$ cat config.mk
export PLATFORM = sky130hd
export DESIGN_NAME = uart_tx_engine
export DESIGN_NICKNAME = d
export VERILOG_FILES = /design/src/rtl/uart_cfg_pkg.sv /design/src/rtl/uart_baud_gen.sv /design/src/rtl/uart_tx_engine.sv
export SDC_FILE = /design/constraint.sdc
export NUM_CORES = 1
export LEC_CHECK = 0
export CAP_MARGIN = 20
export CORE_MARGIN = 2
export CORE_UTILIZATION = 45
export CTS_CLUSTER_DIAMETER = 100
export CTS_CLUSTER_SIZE = 14
export DETAILED_ROUTE_END_ITERATION = 10
export MAX_ROUTING_LAYER = met4
export PLACE_DENSITY = 0.72
export SETUP_SLACK_MARGIN = 0.5
export SYNTH_ARGS = -nofsm -noshare
export SYNTH_HDL_FRONTEND = slang
export SYNTH_SLANG_ARGS = --single-unit
$ cat constraint.sdc
create_clock -name clk -period 4 [get_ports clk]
set_input_delay 0.8 -clock clk [delete_from_list [all_inputs] [get_ports clk]]
set_output_delay 0.8 -clock clk [all_outputs]
set_load 0.005 [all_outputs]
$ cat src/rtl/uart_cfg_pkg.sv
// Shared UART configuration definitions, used by the config register file
// and by the transmit engine.
// Build option: UART_TX_PARITY_EN adds the PARITY state to the transmit FSM.
package uart_cfg_pkg;

  // Bit positions inside uart_mode
  localparam int MODE_PAR_EN  = 0;
  localparam int MODE_PAR_ODD = 1;
  localparam int MODE_STOP2   = 2;

  // Smallest legal clocks-per-bit value
  localparam int UART_MIN_DIV = 4;

  // Reset value of uart_rate held by the config block
  localparam logic [15:0] UART_RATE_RST = 16'd9600;

  typedef enum logic [2:0] {
    ST_IDLE   = 3'd0,
    ST_START  = 3'd1,
    ST_DATA   = 3'd2,
`ifdef UART_TX_PARITY_EN
    ST_PARITY = 3'd3,
`endif
    ST_STOP   = 3'd4
  } tx_state_e;

endpackage

$ cat src/rtl/uart_baud_gen.sv
// Bit-period counter: counts 0..div-1 and pulses tick on the terminal count.
// load restarts the count so the first bit of a frame gets a full period.
module uart_baud_gen (
  input  logic        clk,
  input  logic        rst,
  input  logic        load,
  input  logic [15:0] div,
  output logic        tick
);

  logic [15:0] cnt_q;

  assign tick = (cnt_q == div - 16'd1);

  // Free-running period counter, restarted at frame start
  always_ff @(posedge clk) begin
    if (rst || load) cnt_q <= '0;
    else if (tick)   cnt_q <= '0;
    else             cnt_q <= cnt_q + 16'd1;
  end

endmodule

$ cat src/rtl/uart_tx_engine.sv
// UART transmit engine: serialises bytes from a valid/ready stream onto
// uart_tx using config sampled once at frame start.
// Build option: UART_TX_PARITY_EN enables the parity bit (uart_mode[1:0]);
// without it uart_mode[1:0] is ignored and frames carry no parity bit.
module uart_tx_engine
  import uart_cfg_pkg::*;
#(
  parameter int DATA_BITS = 8,
  parameter int MIN_DIV   = UART_MIN_DIV
) (
  input  logic                 clk,
  input  logic                 rst,
  input  logic                 uart_enable,
  input  logic [2:0]           uart_mode,
  input  logic [15:0]          uart_rate,
  input  logic [DATA_BITS-1:0] tx_data,
  input  logic                 tx_valid,
  output logic                 tx_ready,
  output logic                 uart_tx,
  output logic                 uart_busy,
  output logic                 uart_error,
  input  logic                 err_clr
);

  localparam int                IDX_W    = (DATA_BITS > 1) ? $clog2(DATA_BITS) : 1;
  localparam logic [IDX_W-1:0]  IDX_LAST = IDX_W'(DATA_BITS - 1);
  localparam logic [15:0]       MIN_DIV_W = 16'(MIN_DIV);

  tx_state_e              state_q, state_d;
  logic [DATA_BITS-1:0]   sh_q, sh_d;
  logic [IDX_W-1:0]       idx_q, idx_d;
  logic                   stop_n_q, stop_n_d;   // second stop bit in progress
  logic                   tx_d, busy_d;
  logic [15:0]            rate_q;
  logic                   stop2_q;
  logic                   rate_ok, xfer, tick, err_set;

`ifdef UART_TX_PARITY_EN
  logic                   par_en_q, par_bit_q;
`else
  logic                   unused_mode;
  assign unused_mode = ^uart_mode[MODE_PAR_ODD:MODE_PAR_EN];
`endif

  assign rate_ok  = (uart_rate >= MIN_DIV_W);
  assign tx_ready = (state_q == ST_IDLE) && uart_enable && rate_ok && !rst;
  assign xfer     = tx_valid && tx_ready;

  // A byte offered while the engine cannot legally start is a config error
  assign err_set  = (state_q == ST_IDLE) && tx_valid && (!uart_enable || !rate_ok);

  uart_baud_gen u_baud (
    .clk  (clk),
    .rst  (rst),
    .load (xfer),
    .div  (rate_q),
    .tick (tick)
  );

  // Frame config snapshot; parity is precomputed from the accepted byte
  always_ff @(posedge clk) begin
    if (rst) begin
      rate_q    <= '0;
      stop2_q   <= 1'b0;
`ifdef UART_TX_PARITY_EN
      par_en_q  <= 1'b0;
      par_bit_q <= 1'b0;
`endif
    end else if (xfer) begin
      rate_q    <= uart_rate;
      stop2_q   <= uart_mode[MODE_STOP2];
`ifdef UART_TX_PARITY_EN
      par_en_q  <= uart_mode[MODE_PAR_EN];
      par_bit_q <= (^tx_data) ^ uart_mode[MODE_PAR_ODD];
`endif
    end
  end

  // FSM state, shifter and registered line outputs
  always_ff @(posedge clk) begin
    if (rst) begin
      state_q   <= ST_IDLE;
      sh_q      <= '0;
      idx_q     <= '0;
      stop_n_q  <= 1'b0;
      uart_tx   <= 1'b1;
      uart_busy <= 1'b0;
    end else begin
      state_q   <= state_d;
      sh_q      <= sh_d;
      idx_q     <= idx_d;
      stop_n_q  <= stop_n_d;
      uart_tx   <= tx_d;
      uart_busy <= busy_d;
    end
  end

  // Next-state and next line value; every bit boundary is a baud tick
  always_comb begin
    state_d  = state_q;
    sh_d     = sh_q;
    idx_d    = idx_q;
    stop_n_d = stop_n_q;
    tx_d     = uart_tx;
    busy_d   = uart_busy;
    case (state_q)
      ST_IDLE: begin
        tx_d   = 1'b1;
        busy_d = 1'b0;
        if (xfer) begin
          state_d  = ST_START;
          sh_d     = tx_data;
          idx_d    = '0;
          stop_n_d = 1'b0;
          tx_d     = 1'b0;
          busy_d   = 1'b1;
        end
      end
      ST_START: begin
        if (tick) begin
          state_d = ST_DATA;
          tx_d    = sh_q[0];
          sh_d    = sh_q >> 1;
          idx_d   = '0;
        end
      end
      ST_DATA: begin
        if (tick) begin
          if (idx_q == IDX_LAST) begin
`ifdef UART_TX_PARITY_EN
            if (par_en_q) begin
              state_d = ST_PARITY;
              tx_d    = par_bit_q;
            end else begin
              state_d = ST_STOP;
              tx_d    = 1'b1;
            end
`else
            state_d = ST_STOP;
            tx_d    = 1'b1;
`endif
          end else begin
            idx_d = idx_q + 1'b1;
            tx_d  = sh_q[0];
            sh_d  = sh_q >> 1;
          end
        end
      end
`ifdef UART_TX_PARITY_EN
      ST_PARITY: begin
        if (tick) begin
          state_d = ST_STOP;
          tx_d    = 1'b1;
        end
      end
`endif
      ST_STOP: begin
        if (tick) begin
          if (stop2_q && !stop_n_q) begin
            stop_n_d = 1'b1;
          end else begin
            state_d = ST_IDLE;
            tx_d    = 1'b1;
            busy_d  = 1'b0;
          end
        end
      end
      default: begin
        state_d = ST_IDLE;
        tx_d    = 1'b1;
        busy_d  = 1'b0;
      end
    endcase
  end

  // Sticky error flag; a new error wins over a same-cycle clear
  always_ff @(posedge clk) begin
    if (rst)          uart_error <= 1'b0;
    else if (err_set) uart_error <= 1'b1;
    else if (err_clr) uart_error <= 1'b0;
  end

endmodule

-- Word level (Yosys, flattened, before mapping)
Index checks and enable logic that the tools add are counted.
- add/subtract/negate cells: 3
- $lt $le $gt $ge: 1
- equal/unequal tests: 13
- muxes and demuxes: 34
- bitwise gates (word level): 1
- reductions and logical operators: 24
- operators with widths (cell ; count):
    $mux 8 ; 4
    $mux 3 ; 10
    $pmux 8 s3 ; 1
    $add 16x1->16 const B ; 1
    $eq 16x16->1 ; 1
    $ge 16x3->1 const B ; 1
    $sub 16x1->16 const B ; 1
    $mux 1 ; 14
    $ne 2x2->1 const B ; 7
    $pmux 3 s4 ; 1
    $pmux 3 s3 ; 1
    $reduce_and 4->1 ; 2
    $logic_and 1x1->1 ; 7
    $eq 3x3->1 const B ; 2
    $reduce_and 6->1 ; 1
    $reduce_and 5->1 ; 1
    $logic_not 1->1 ; 4
    $pmux 1 s4 ; 1
    $reduce_bool 2->1 ; 2
    $reduce_or 2->1 ; 2
    $add 3x1->3 const B ; 1
    $eq 3x1->1 const B ; 1
    $eq 3x2->1 const B ; 1
    $logic_not 3->1 ; 1
    other kinds (7) ; 8
- bits in registers: 51
- output and inout bits: 4
- logic and storage cells: 86

-- Logic depth before layout (Yosys ltp)
Gate-level depths: netlist (run 1).
- depth in word-level cells: 7
- depth in mapped cells: 10

-- Cells and area by module
Synthesis (run 1) repeated with hierarchy kept, for this count alone.
- cells, all modules: 353
- area, all modules: 2909.0 µm²
- modules (own cells, without submodules) (module ; instances ; cells an instance ; area an instance (µm²) ; seq. area each (µm²)):
    uart_tx_engine ; 1 ; 202 ; 1712.9 ; 700.7
    uart_baud_gen ; 1 ; 151 ; 1196.1 ; 320.3

-- Worst setup path after synthesis (run 1)
No wires, ideal clock.
- path type: register -> register
- start point: reg rate_q[10]
- end point: reg sh_q[0]
- arrival: 2.739 ns
- data required time: 3.879 ns
- slack: 1.139 ns
- cell stages (with the launch flop): 9
- path through: dfxtp_1 > buf_2 > or4_4 > or4_4 > a211oi_2 > nand4b_4 > o41a_1 > buf_6 > mux2_4
- longest elaborated chain between the ends: 4
- ends and longest elaborated chain (item ; RTL line ; text):
    from (decl) ; uart_tx_engine.sv:34 ; logic [15:0] rate_q;
    from (signal assigned) ; uart_tx_engine.sv:70 ; rate_q <= uart_rate;
    $sub 16x1->16 * ; uart_baud_gen.sv:13 ; assign tick = (cnt_q == div - 16'd1);
    $eq 16x16->1 * ; uart_baud_gen.sv:13 ;
    $ne 2x2->1 (no source line) ; - ;
    $reduce_and 5->1 (no source line) * ; - ;
    to (signal assigned) ; uart_tx_engine.sv:83 ; sh_q <= '0;
    to (signal assigned) ; uart_tx_engine.sv:90 ; sh_q <= sh_d;
    to (decl) ; uart_tx_engine.sv:30 ; logic [DATA_BITS-1:0] sh_q, sh_d;
Every way passes the cells marked *; elsewhere a longest branch is shown, timed or not.
A chain may end at the register's enable or synchronous reset.

-- Final worst setup path (run 1)
- start point: in uart_rate[3]
- end point: out tx_ready
- longest elaborated chain between the ends: 3
- ends and longest elaborated chain (item ; RTL line ; text):
    from (decl) ; uart_tx_engine.sv:15 ; input logic [15:0] uart_rate,
    $ge 16x3->1 ; uart_tx_engine.sv:45 ; assign rate_ok = (uart_rate >= MIN_DIV_W);
    $logic_and 1x1->1 (2 in a row) ; uart_tx_engine.sv:46 ; assign tx_ready = (state_q == ST_IDLE) && uart_enable && rate_ok && !rst;
    to (decl) ; uart_tx_engine.sv:18 ; output logic tx_ready,
Every way passes these cells.

==> metrics.txt, run 1 <==
run status finished clean; Pint 0.0008781 W; Die Wd 82.99 um; DRT iter0 DRCs 94; top-area cell type share of the netlist area 0.3636; DR DRC count 0; Bufs on Longest Clock Path 2; number of I/O pins 36; pre-CTS setup slack around 0.56 ns; Buffers on Ports 33; Layout Utilization 0.5562; Fin Clk Skew between 0.006 and 0.007 ns; Fin. Hold Viols 0; slowest CP cell nor4_2; setup_tns 0 ns; Vias/cell ~5.5; vias after detailed routing 2382; combinational share of power 0.169; Synth Register Bits 51; cell mode on critical path clkdlybuf4s50_1; peak supply drop 0.2190 mV; Worst slew margin 0.4377; Root Driver clkbuf_8; Reg power frac 0.469; gr usage total 0.1901; most frequent cells after synthesis 51 x dfxtp_1, 34 x nand2_1, 31 x nor2_1; area of the multi-input gates 1687 um^2; RSZ-0062 raised after global routing no; critical path's largest stage delay between 0.4 and 0.5 ns; Setup crit end kind primary output; final setup fails 0; Synth Warn # 0; Rows 28; die height just over 80 um; Pins Over Slew Limit 0; ant diodes 0; Final WS setup 0.6492 ns; TritonCTS clock tree done; WL per Instance 14.35 um; most frequent cell after synthesis dfxtp_1; H-tree levels 2; switch share 0.2468; Fill cells ~560; Num CTS Buffers 5; worst skew pair latency approximately 0.31 ns; Power Density 349.9 nW/um^2; CTS clk-pin slew, worst paths 0.09 ns; P_leak 1.460 nW; FF+latch area roughly 1000 um^2; worst-margin pin slew 0.8434 ns; Post-Syn Instances 331; M2 GR Usage 0.2889; Post-Syn Area per Cell 8.482 um^2; Post-CTS Setup Bufs 0; switching pwr about 0.00029 W; pin count of the biggest net entering global routing 27; grt ovf 0; Max Freq 298.4 MHz; Hold WC Path Type register to register; min Tclk post-route 3.351 ns; first drt pass iteration count 4; Crit Path Max Fanout 3; crit-path cells clkdlybuf4s50_1, nor4_2, a41o_1, nor3b_1, clkdlybuf4s50_1; synth-to-layout area growth 18.67%; met1 usage 0.2556; critical path arrival 2.55 ns; Max-Cap Viols 0; Startpoint Class primary input; number of library cell types mapped by synthesis 50; vias in the first global route 2254; ANT nets after route 0; area of the die approximately 6900 um^2; Post-Syn Area roughly 2800 um^2; CP Class primary input to primary output; gr busiest metal met2; GPL Wtd Cong 0.7956; Non-Filler Instances 432; Synth area leaders dfxtp_1 36%, xor2_1 6.2%, xnor2_1 4.7%; Final HPWL DP 4.449 mm; Post-layout nets roughly 390; area leader, netlist dfxtp_1; layout cells sized above 1 0.08403; first-pass GRT wire length 10.58 mm; Placed Cells 423; Tot Pwr 0.001166 W; Clk pwr share 0.362; final WL 6.198 mm; WP data required 3.20 ns; M3 GR Usage 0.03479; Tcrit/Tclk final 0.8377; syn_nets 367; ys flop type dfxtp_1; Async SR Flop Fraction 0; register area share after synthesis 0.3636; initial antenna violation count 0; initial core utilization 0.4687; Clock Sinks between 50 and 60; Post-synth EDFFs 0; Core ar. 5991 um^2
## metrics by stage
stage | area (um^2) | hold WS, ns
2_1_floorplan | 2808 | 0.4417
4_1_cts | 3311 | 0.4788
3_3_place_gp | 3178 | 0.4493
3_5_place_dp | 3178 | 0.4651
6_report | 3332 | 0.4716
5_1_grt | 3332 | 0.4930
## sequential cells by signal, summed over array words and instances (netlist names)
name	count
stop_n_q	1
idx_q	3
u_baud.cnt_q	16
uart_error	1
uart_tx	1
sh_q	8
stop2_q	1
rate_q	16
state_q	3
uart_busy	1
## routing by layer
metal | up-vias | wire length (um)
met3 | 8 | 197
li1 | 1208 | -
met5 | - | 0
met4 | 0 | 95
met1 | 1126 | 3167
met2 | 40 | 2738
## kinds of logic (layout without fill, tap and decap cells)
| family | after synthesis | count (layout) | synth area share |
|---|---|---|---|
| XOR/XNOR | 35 | 35 | 0.1092 |
| AND/OR/NAND/NOR | 145 | 145 | 0.2714 |
| buffers and inverters | 28 | 54 | 0.04055 |
| multiplexers | 12 | 12 | 0.05437 |
| AO/OA/AOI/OAI | 56 | 56 | 0.1430 |
| adder cells (fa/ha/maj) | 4 | 4 | 0.01783 |
| flip-flops | 51 | 51 | 0.3636 |
## final cells by class
type                            count  share of cell area
Clock buffer                        6             0.02178
Tap cell                           75             0.02816
Timing Repair Buffer               38              0.1104
Inverter                            8            0.009012
Clock inverter                      2             0.01802
Multi-Input combinational cell    252              0.5062
Sequential cell                    51              0.3064
## power groups by stage
stage,combinational (W),clock (W),sequential [W]
after global placement,0.000189,0,0.000557
after detailed placement,0.000192,0,0.000558
after global routing,0.000218,0.000444,0.000549
final,0.000197,0.000423,0.000546
after CTS,0.000193,0.000431,0.000546
after floorplan,0.000136,0,0.000549
## path summary, 6_finish.rpt
| path | start | endpoint | slack, ns | cells past startpoint |
|---|---|---|---|---|
| setup / recovery | uart_rate[3] | tx_ready | 0.65 | 5 |
| hold / removal | idx_q[1] | idx_q[1] | 0.47 | 2 |
| setup reg to reg | rate_q[0] | sh_q[5] | 0.69 | 9 |
| hold reg to reg | idx_q[1] | idx_q[1] | 0.47 | 2 |
## what timing repair did
action | 4_1_cts | 5_1_grt
hold buffers | 0 | 0
endpoints found under the setup margin | 0 | 9
resized for setup | 0 | 3
## worst max-delay path: cells and delay by family
family                 cells  cell delay, ns
AND/OR/NAND/NOR            2            0.57
buffers and inverters      2            0.89
AO/OA/AOI/OAI              1            0.29
## cell usage in the layout, fill, tap and decap left out, types with 2 or more instances in the layout
cell type        count
dfxtp_1             51
nand2_1             34
clkdlybuf4s50_1     33
nor2_1              31
xor2_1              20
and3_1              20
xnor2_1             15
a21o_1              14
nand3_1             13
nor3_1              10
a21oi_1              9
inv_1                8
nor4_1               8
nor2b_1              8
o21ai_0              7
mux2_4               6
o31ai_1              5
clkbuf_8             5
buf_4                5
o41ai_1              4
mux2i_1              4
ha_1                 4
nand2b_1             3
nor4b_1              3
nor3b_1              2
or4_4                2
or4_1                2
or2_2                2
mux2_2               2
a211oi_1             2
o21a_1               2
bufinv_16            2
(Power assumes the default switching activity.)
==> inputs of run 2 (changes only) <==
- PLACE_DENSITY: 0.72 -> 0.75
- clock period: 4 -> 3 ns (I/O delays scaled with it)
==> metrics.txt, run 2 (synthesized netlist as in run 1, its figures left out) <==
initial antenna violation count 0 (unchanged); Max-Cap Viols 0 (unchanged); Num CTS Buffers 5 (unchanged); final WL 6.756 mm (was 6.198 mm); RSZ-0062 raised after global routing yes (was no); most common cell after layout, fill and taps aside dfxtp_1 (unchanged); Worst Setup SP rate_q[0] (was uart_rate[3]); most frequent cells in the layout 48 x dfxtp_1, 34 x nand2_1, 31 x clkdlybuf4s50_1 (was 51 x dfxtp_1, 34 x nand2_1, 33 x clkdlybuf4s50_1); HP Start idx_q[2] (was idx_q[1]); Top Registers rate_q x16, u_baud.cnt_q x16, sh_q x8 (unchanged); hold bufs inserted after CTS 0 (unchanged); pre-CTS setup slack 0.01709 ns (was 0.5650 ns); Buffers on Ports 33 (unchanged); vias in the first global route 2405 (was 2254); setup_tns 0 ns (unchanged); Core ar. 5991 um^2 (unchanged); Hold WC Path Type register to register (unchanged); Post-layout nets 417 (was 392); Bufs on Longest Clock Path 2 (unchanged); run status finished clean (unchanged); cell mode on critical path buf_4 (was clkdlybuf4s50_1); Fin. Hold Viols 0 (unchanged); Worst slew margin 0.3909 (was 0.4377); worst skew pair latency 0.31 ns (about the same); first drt pass iteration count 4 (unchanged); DRT iter0 DRCs 132 (was 94); critical path's largest stage delay 0.51 ns (was 0.49 ns); Setup crit end kind register (was primary output); Rows 28 (unchanged); pin count of the biggest net entering global routing 27 (unchanged); Crit Path Max Fanout 4 (was 3); Pins Over Slew Limit 0 (unchanged); R2R Path Start rate_q[0] (unchanged); Final HPWL DP 4.704 mm (was 4.449 mm); layout cells sized above 1 0.2016 (was 0.08403); Startpoint Class register (was primary input); Final WS setup 0.1882 ns (was 0.6492 ns); cell family contributing the most delay on the critical path compound AO/OA/AOI/OAI gates (was buffers and inverters); GPL Wtd Cong 0.7846 (was 0.7956); H-tree levels 2 (unchanged); final setup fails 0 (unchanged); vias after detailed routing 2507 (was 2382); WP data required 3.21 ns (was 3.20 ns); Root Driver clkbuf_8 (unchanged); gr usage total 0.2030 (was 0.1901); die height 82.99 um (unchanged); Max Freq 355.6 MHz; slowest CP cell or4_1 (was nor4_2); WL per Instance 14.78 um (was 14.35 um); first-pass GRT wire length 11.34 mm (was 10.58 mm); Fin Clk Skew 0.007465 ns (was 0.006392 ns); Vias/cell 5.486 (was 5.514); Tcrit/Tclk final 0.9373; critical path arrival 3.02 ns (was 2.55 ns); crit-path cells buf_4, or4_1, buf_4, o41ai_1, o2111ai_1, o41a_1, buf_6, mux2_4 (was clkdlybuf4s50_1, nor4_2, a41o_1, nor3b_1, clkdlybuf4s50_1); initial core utilization 0.4687 (unchanged); Hold WS 0.4795 ns (was 0.4716 ns); peak supply drop 0.3359 mV (was 0.2190 mV); Die Wd 82.99 um (unchanged); area of the die 6887 um^2 (unchanged); CP Class register to register (was primary input to primary output); DR DRC count 0 (unchanged); Clock Sinks 51 (unchanged); min Tclk post-route 2.812 ns; ANT nets after route 0 (unchanged); ant diodes 0 (unchanged); grt ovf 0 (unchanged); TritonCTS clock tree done (unchanged); number of I/O pins 36 (unchanged); synth-to-layout area growth 31.02% (was 18.67%); CTS clk-pin slew, worst paths 0.10 ns (was 0.09 ns); worst-margin pin slew 0.9136 ns (was 0.8434 ns); P_leak 1.634 nW (was 1.460 nW); Worst Path Buf+Inv 3 (was 2); Power Density 445.9 nW/um^2 (was 349.9 nW/um^2); Layout Utilization 0.6140 (was 0.5562)
==> run 2: cell count changes in the layout (fill, tap and decap cells not counted), sizes merged <==
cell	previous run	this run
clkdlybuf4s50	33	31
buf	5	31
dlygate4sd2	0	1
==> run 2: final timing paths <==
kind	endpoint	slack, ns	cells past startpoint
setup / recovery	sh_q[6]	0.19	8
hold / removal	idx_q[2]	0.48	2
setup reg to reg	sh_q[6]	0.19	8
hold reg to reg	idx_q[2]	0.48	2
==> run 2: power by group <==
group          switching (W)  leakage (nW)  internal (W)
Sequential         0.0000267         0.416      0.000701
Clock               0.000237        0.0654      0.000334
Combinational       0.000157          1.15      0.000186
==> run 2: timing repair <==
item	in CTS	in global routing
pin swaps	11	11
setup endpoints to repair	34	34
setup buffers	5	3
resized for setup	29	16
gates cloned	1	0
==> run 2: final cells by class <==
type | instances | area [um^2]
Clock buffer | 6 | 72.57
Clock inverter | 2 | 60.06
Multi-Input combinational cell | 252 | 1822
Inverter | 8 | 30.03
Tap cell | 75 | 93.84
Timing Repair Buffer | 63 | 575.6
Fill cell | 499 | 2312
Sequential cell | 51 | 1025
==> run 2: worst register-to-register path: cells and delay by family (launching register included) <==
| kind | cells | cell delay [ns] |
|---|---|---|
| buffers and inverters | 3 | 0.52 |
| AO/OA/AOI/OAI | 3 | 1.09 |
| flip-flops | 1 | 0.33 |
| AND/OR/NAND/NOR | 1 | 0.51 |
| multiplexers | 1 | 0.29 |
==> run 2: per-stage QoR <==
| stage | area (um^2) | total power, W | std cells |
|---|---|---|---|
| floorplan | 2829 | 0.0009229 | 331 |
| global placement | 3319 | 0.001023 | 440 |
| detailed placement | 3319 | 0.001030 | 440 |
| CTS | 3591 | 0.001618 | 454 |
| global route | 3679 | 0.001717 | 457 |
| finish | 3679 | 0.001640 | 457 |
==> run 2: layer usage <==
layer | vias up | part of all wire | global-route usage | wire [um]
li1 | 1260 | - | - | -
met5 | - | 0 | - | 0
met1 | 1193 | 0.49 | 0.2861 | 3343
met2 | 49 | 0.46 | 0.2977 | 3106
met3 | 5 | 0.039 | 0.03678 | 264
met4 | 0 | 0.0061 | 0.05961 | 41
==> inputs of run 3 (changes only) <==
- CORE_UTILIZATION: 45 -> 30
- PLACE_DENSITY: 0.75 -> 0.55
==> metrics.txt, run 3 (synthesized netlist as in run 1, its figures left out) <==
run status finished clean (unchanged); P_leak 1.656 nW (was 1.634 nW); Hold WC Path Type register to register (unchanged); r2r endpoint sh_q[5] (was sh_q[6]); Fin Clk Skew 0.008436 ns (was 0.007465 ns); worst skew pair latency 0.30 ns (was 0.31 ns); CTS clk-pin slew, worst paths 0.10 ns (about the same); initial antenna violation count 0 (unchanged); critical path arrival 3.02 ns (about the same); grt ovf 0 (unchanged); Worst Path Buf+Inv 1 (was 3); slowest CP cell or4_4 (was or4_1); vias after detailed routing 2501 (was 2507); first-pass GRT wire length 11.65 mm (was 11.34 mm); CP Class register to register (unchanged); final WL 6.805 mm (was 6.756 mm); H-tree levels 2 (unchanged); TritonCTS clock tree done (unchanged); number of I/O pins 36 (unchanged); Rows 35 (was 28); Fin. Hold Viols 0 (unchanged); Pins Over Slew Limit 0 (unchanged); DR DRC count 0 (unchanged); r2r worst-path depth 7 (was 8); HP Start idx_q[2] (unchanged); critical path's largest stage delay 0.55 ns (was 0.51 ns); Bufs on Longest Clock Path 2 (unchanged); cell mode on critical path or4_4 (was buf_4); Root Driver clkbuf_8 (unchanged); RSZ-0062 raised after global routing yes (unchanged); WP data required 3.20 ns (was 3.21 ns); area of the die 10150 um^2 (was 6887 um^2); Setup crit end kind register (unchanged); Tcrit/Tclk final 0.9389 (was 0.9373); most frequent cells in the layout 47 x dfxtp_1, 34 x nand2_1, 30 x nor2_1 (was 48 x dfxtp_1, 34 x nand2_1, 31 x clkdlybuf4s50_1); Hold EP idx_q[2] (unchanged); Die Wd 100.7 um (was 82.99 um); min Tclk post-route 2.817 ns (was 2.812 ns); hold depth 2 (unchanged); gr usage total 0.1468 (was 0.2030); Buffers on Ports 33 (unchanged); vias in the first global route 2436 (was 2405); layout cells sized above 1 0.2115 (was 0.2016); die height 100.7 um (was 82.99 um); Final HPWL DP 5.013 mm (was 4.704 mm); peak supply drop 0.1916 mV (was 0.3359 mV); Core ar. 9153 um^2 (was 5991 um^2); Worst slew margin 0.4290 (was 0.3909); Power Density 395.9 nW/um^2 (was 445.9 nW/um^2); setup_tns 0 ns (unchanged); first drt pass iteration count 4 (unchanged); Num CTS Buffers 5 (unchanged); worst-margin pin slew 0.8564 ns (was 0.9136 ns); Max Freq 355.0 MHz (was 355.6 MHz); cell family contributing the most delay on the critical path simple AND/OR/NAND/NOR gates (was compound AO/OA/AOI/OAI gates); Clock Sinks 51 (unchanged); initial core utilization 0.3068 (was 0.4687); placed cell area 3379 um^2 (was 3319 um^2); Crit Path Max Fanout 4 (unchanged); hold bufs inserted after CTS 0 (unchanged); ANT nets after route 0 (unchanged); DRT iter0 DRCs 65 (was 132); R2R setup slack 0.18 ns (was 0.19 ns); Vias/cell 5.063 (was 5.486); synth-to-layout area growth 32.17% (was 31.02%); pin count of the biggest net entering global routing 27 (unchanged); final setup fails 0 (unchanged); most common cell after layout, fill and taps aside dfxtp_1 (unchanged); Tot Pwr 0.001469 W (was 0.001640 W); R2R Path Start rate_q[10] (was rate_q[0]); Design Area, Final 3711 um^2 (was 3679 um^2); crit-path cells or4_4, or4_4, a211oi_4, nand4b_4, o41a_1, buf_6, mux2_4 (was buf_4, or4_1, buf_4, o41ai_1, o2111ai_1, o41a_1, buf_6, mux2_4); Top Registers rate_q x16, u_baud.cnt_q x16, sh_q x8 (unchanged); GPL Wtd Cong 0.8793 (was 0.7846); ant diodes 0 (unchanged); WL per Instance 13.78 um (was 14.78 um); Post-layout nets 418 (was 417); Max-Cap Viols 0 (unchanged); Startpoint Class register (unchanged)
run 3: cell types whose count changed in the layout (fill, tap and decap cells not counted), moves of 2 or more:
cell and change:
bufinv_16 -2, clkdlybuf4s50_1 -9, clkinv_2 +3, dlygate4sd2_1 +7, dlymetal6s2s_1 +2, nor4_4 +2
run 3: area by class of cell:
type / instances / area, um^2
Multi-Input combinational cell: 252 / 1843
Timing Repair Buffer: 64 / 589.3
Fill cell: 923 / 5441
Inverter: 8 / 30.03
Clock buffer: 5 / 68.82
Tap cell: 111 / 138.9
Sequential cell: 51 / 1026
Clock inverter: 3 / 15.01
run 3: stage by stage:
step	utilization	hold WS (ns)	setup slack, ns	cells
after floorplan	-	0.4417	0.1611	331
after global placement	0.3692	0.4510	0.06073	478
after detailed placement	0.3692	0.4618	0.04480	478
after CTS	0.3936	0.4762	0.1386	489
after global routing	0.4055	0.5120	0.08327	494
final	0.4055	0.4691	0.1832	494
run 3: worst max-delay path by stage:
stage | from | end | cells past startpoint | slack, ns
floorplan | rate_q[10] | sh_q[0] | 8 | 0.16
detailed placement | rate_q[0] | sh_q[4] | 10 | 0.04
finish | rate_q[10] | sh_q[5] | 7 | 0.18
global route | rate_q[1] | sh_q[6] | 10 | 0.08
CTS | rate_q[1] | sh_q[5] | 9 | 0.14
global placement | uart_rate[3] | tx_ready | 5 | 0.06
run 3: power by group:
| part | internal, W | total (W) | switching, W |
|---|---|---|---|
| clock network | 0.000161 | 0.000397 | 0.000236 |
| logic | 0.000190 | 0.000346 | 0.000155 |
| registers | 0.000701 | 0.000727 | 0.0000261 |
run 3: per-layer routing:
| metal | vias to the layer above | part of all wire | global-route usage |
|---|---|---|---|
| li1 | 1267 | - | - |
| met2 | 31 | 0.49 | 0.2369 |
| met3 | 9 | 0.021 | 0.02219 |
| met4 | 0 | 0.011 | 0.04004 |
| met5 | - | 0 | - |
| met1 | 1194 | 0.48 | 0.1915 |
run 3: tightest hold or removal path, stage by stage, from the launching register on:
cell and delay (ns):
dfxtp_1 0.32, nand2_1 0.05, mux2i_1 0.05
run 3: what timing repair did:
action	CTS	global route
resized for setup	40	17
pin swaps	13	13
endpoints found under the hold margin	0	0
endpoints found under the setup margin	32	32
setup buffers	3	5
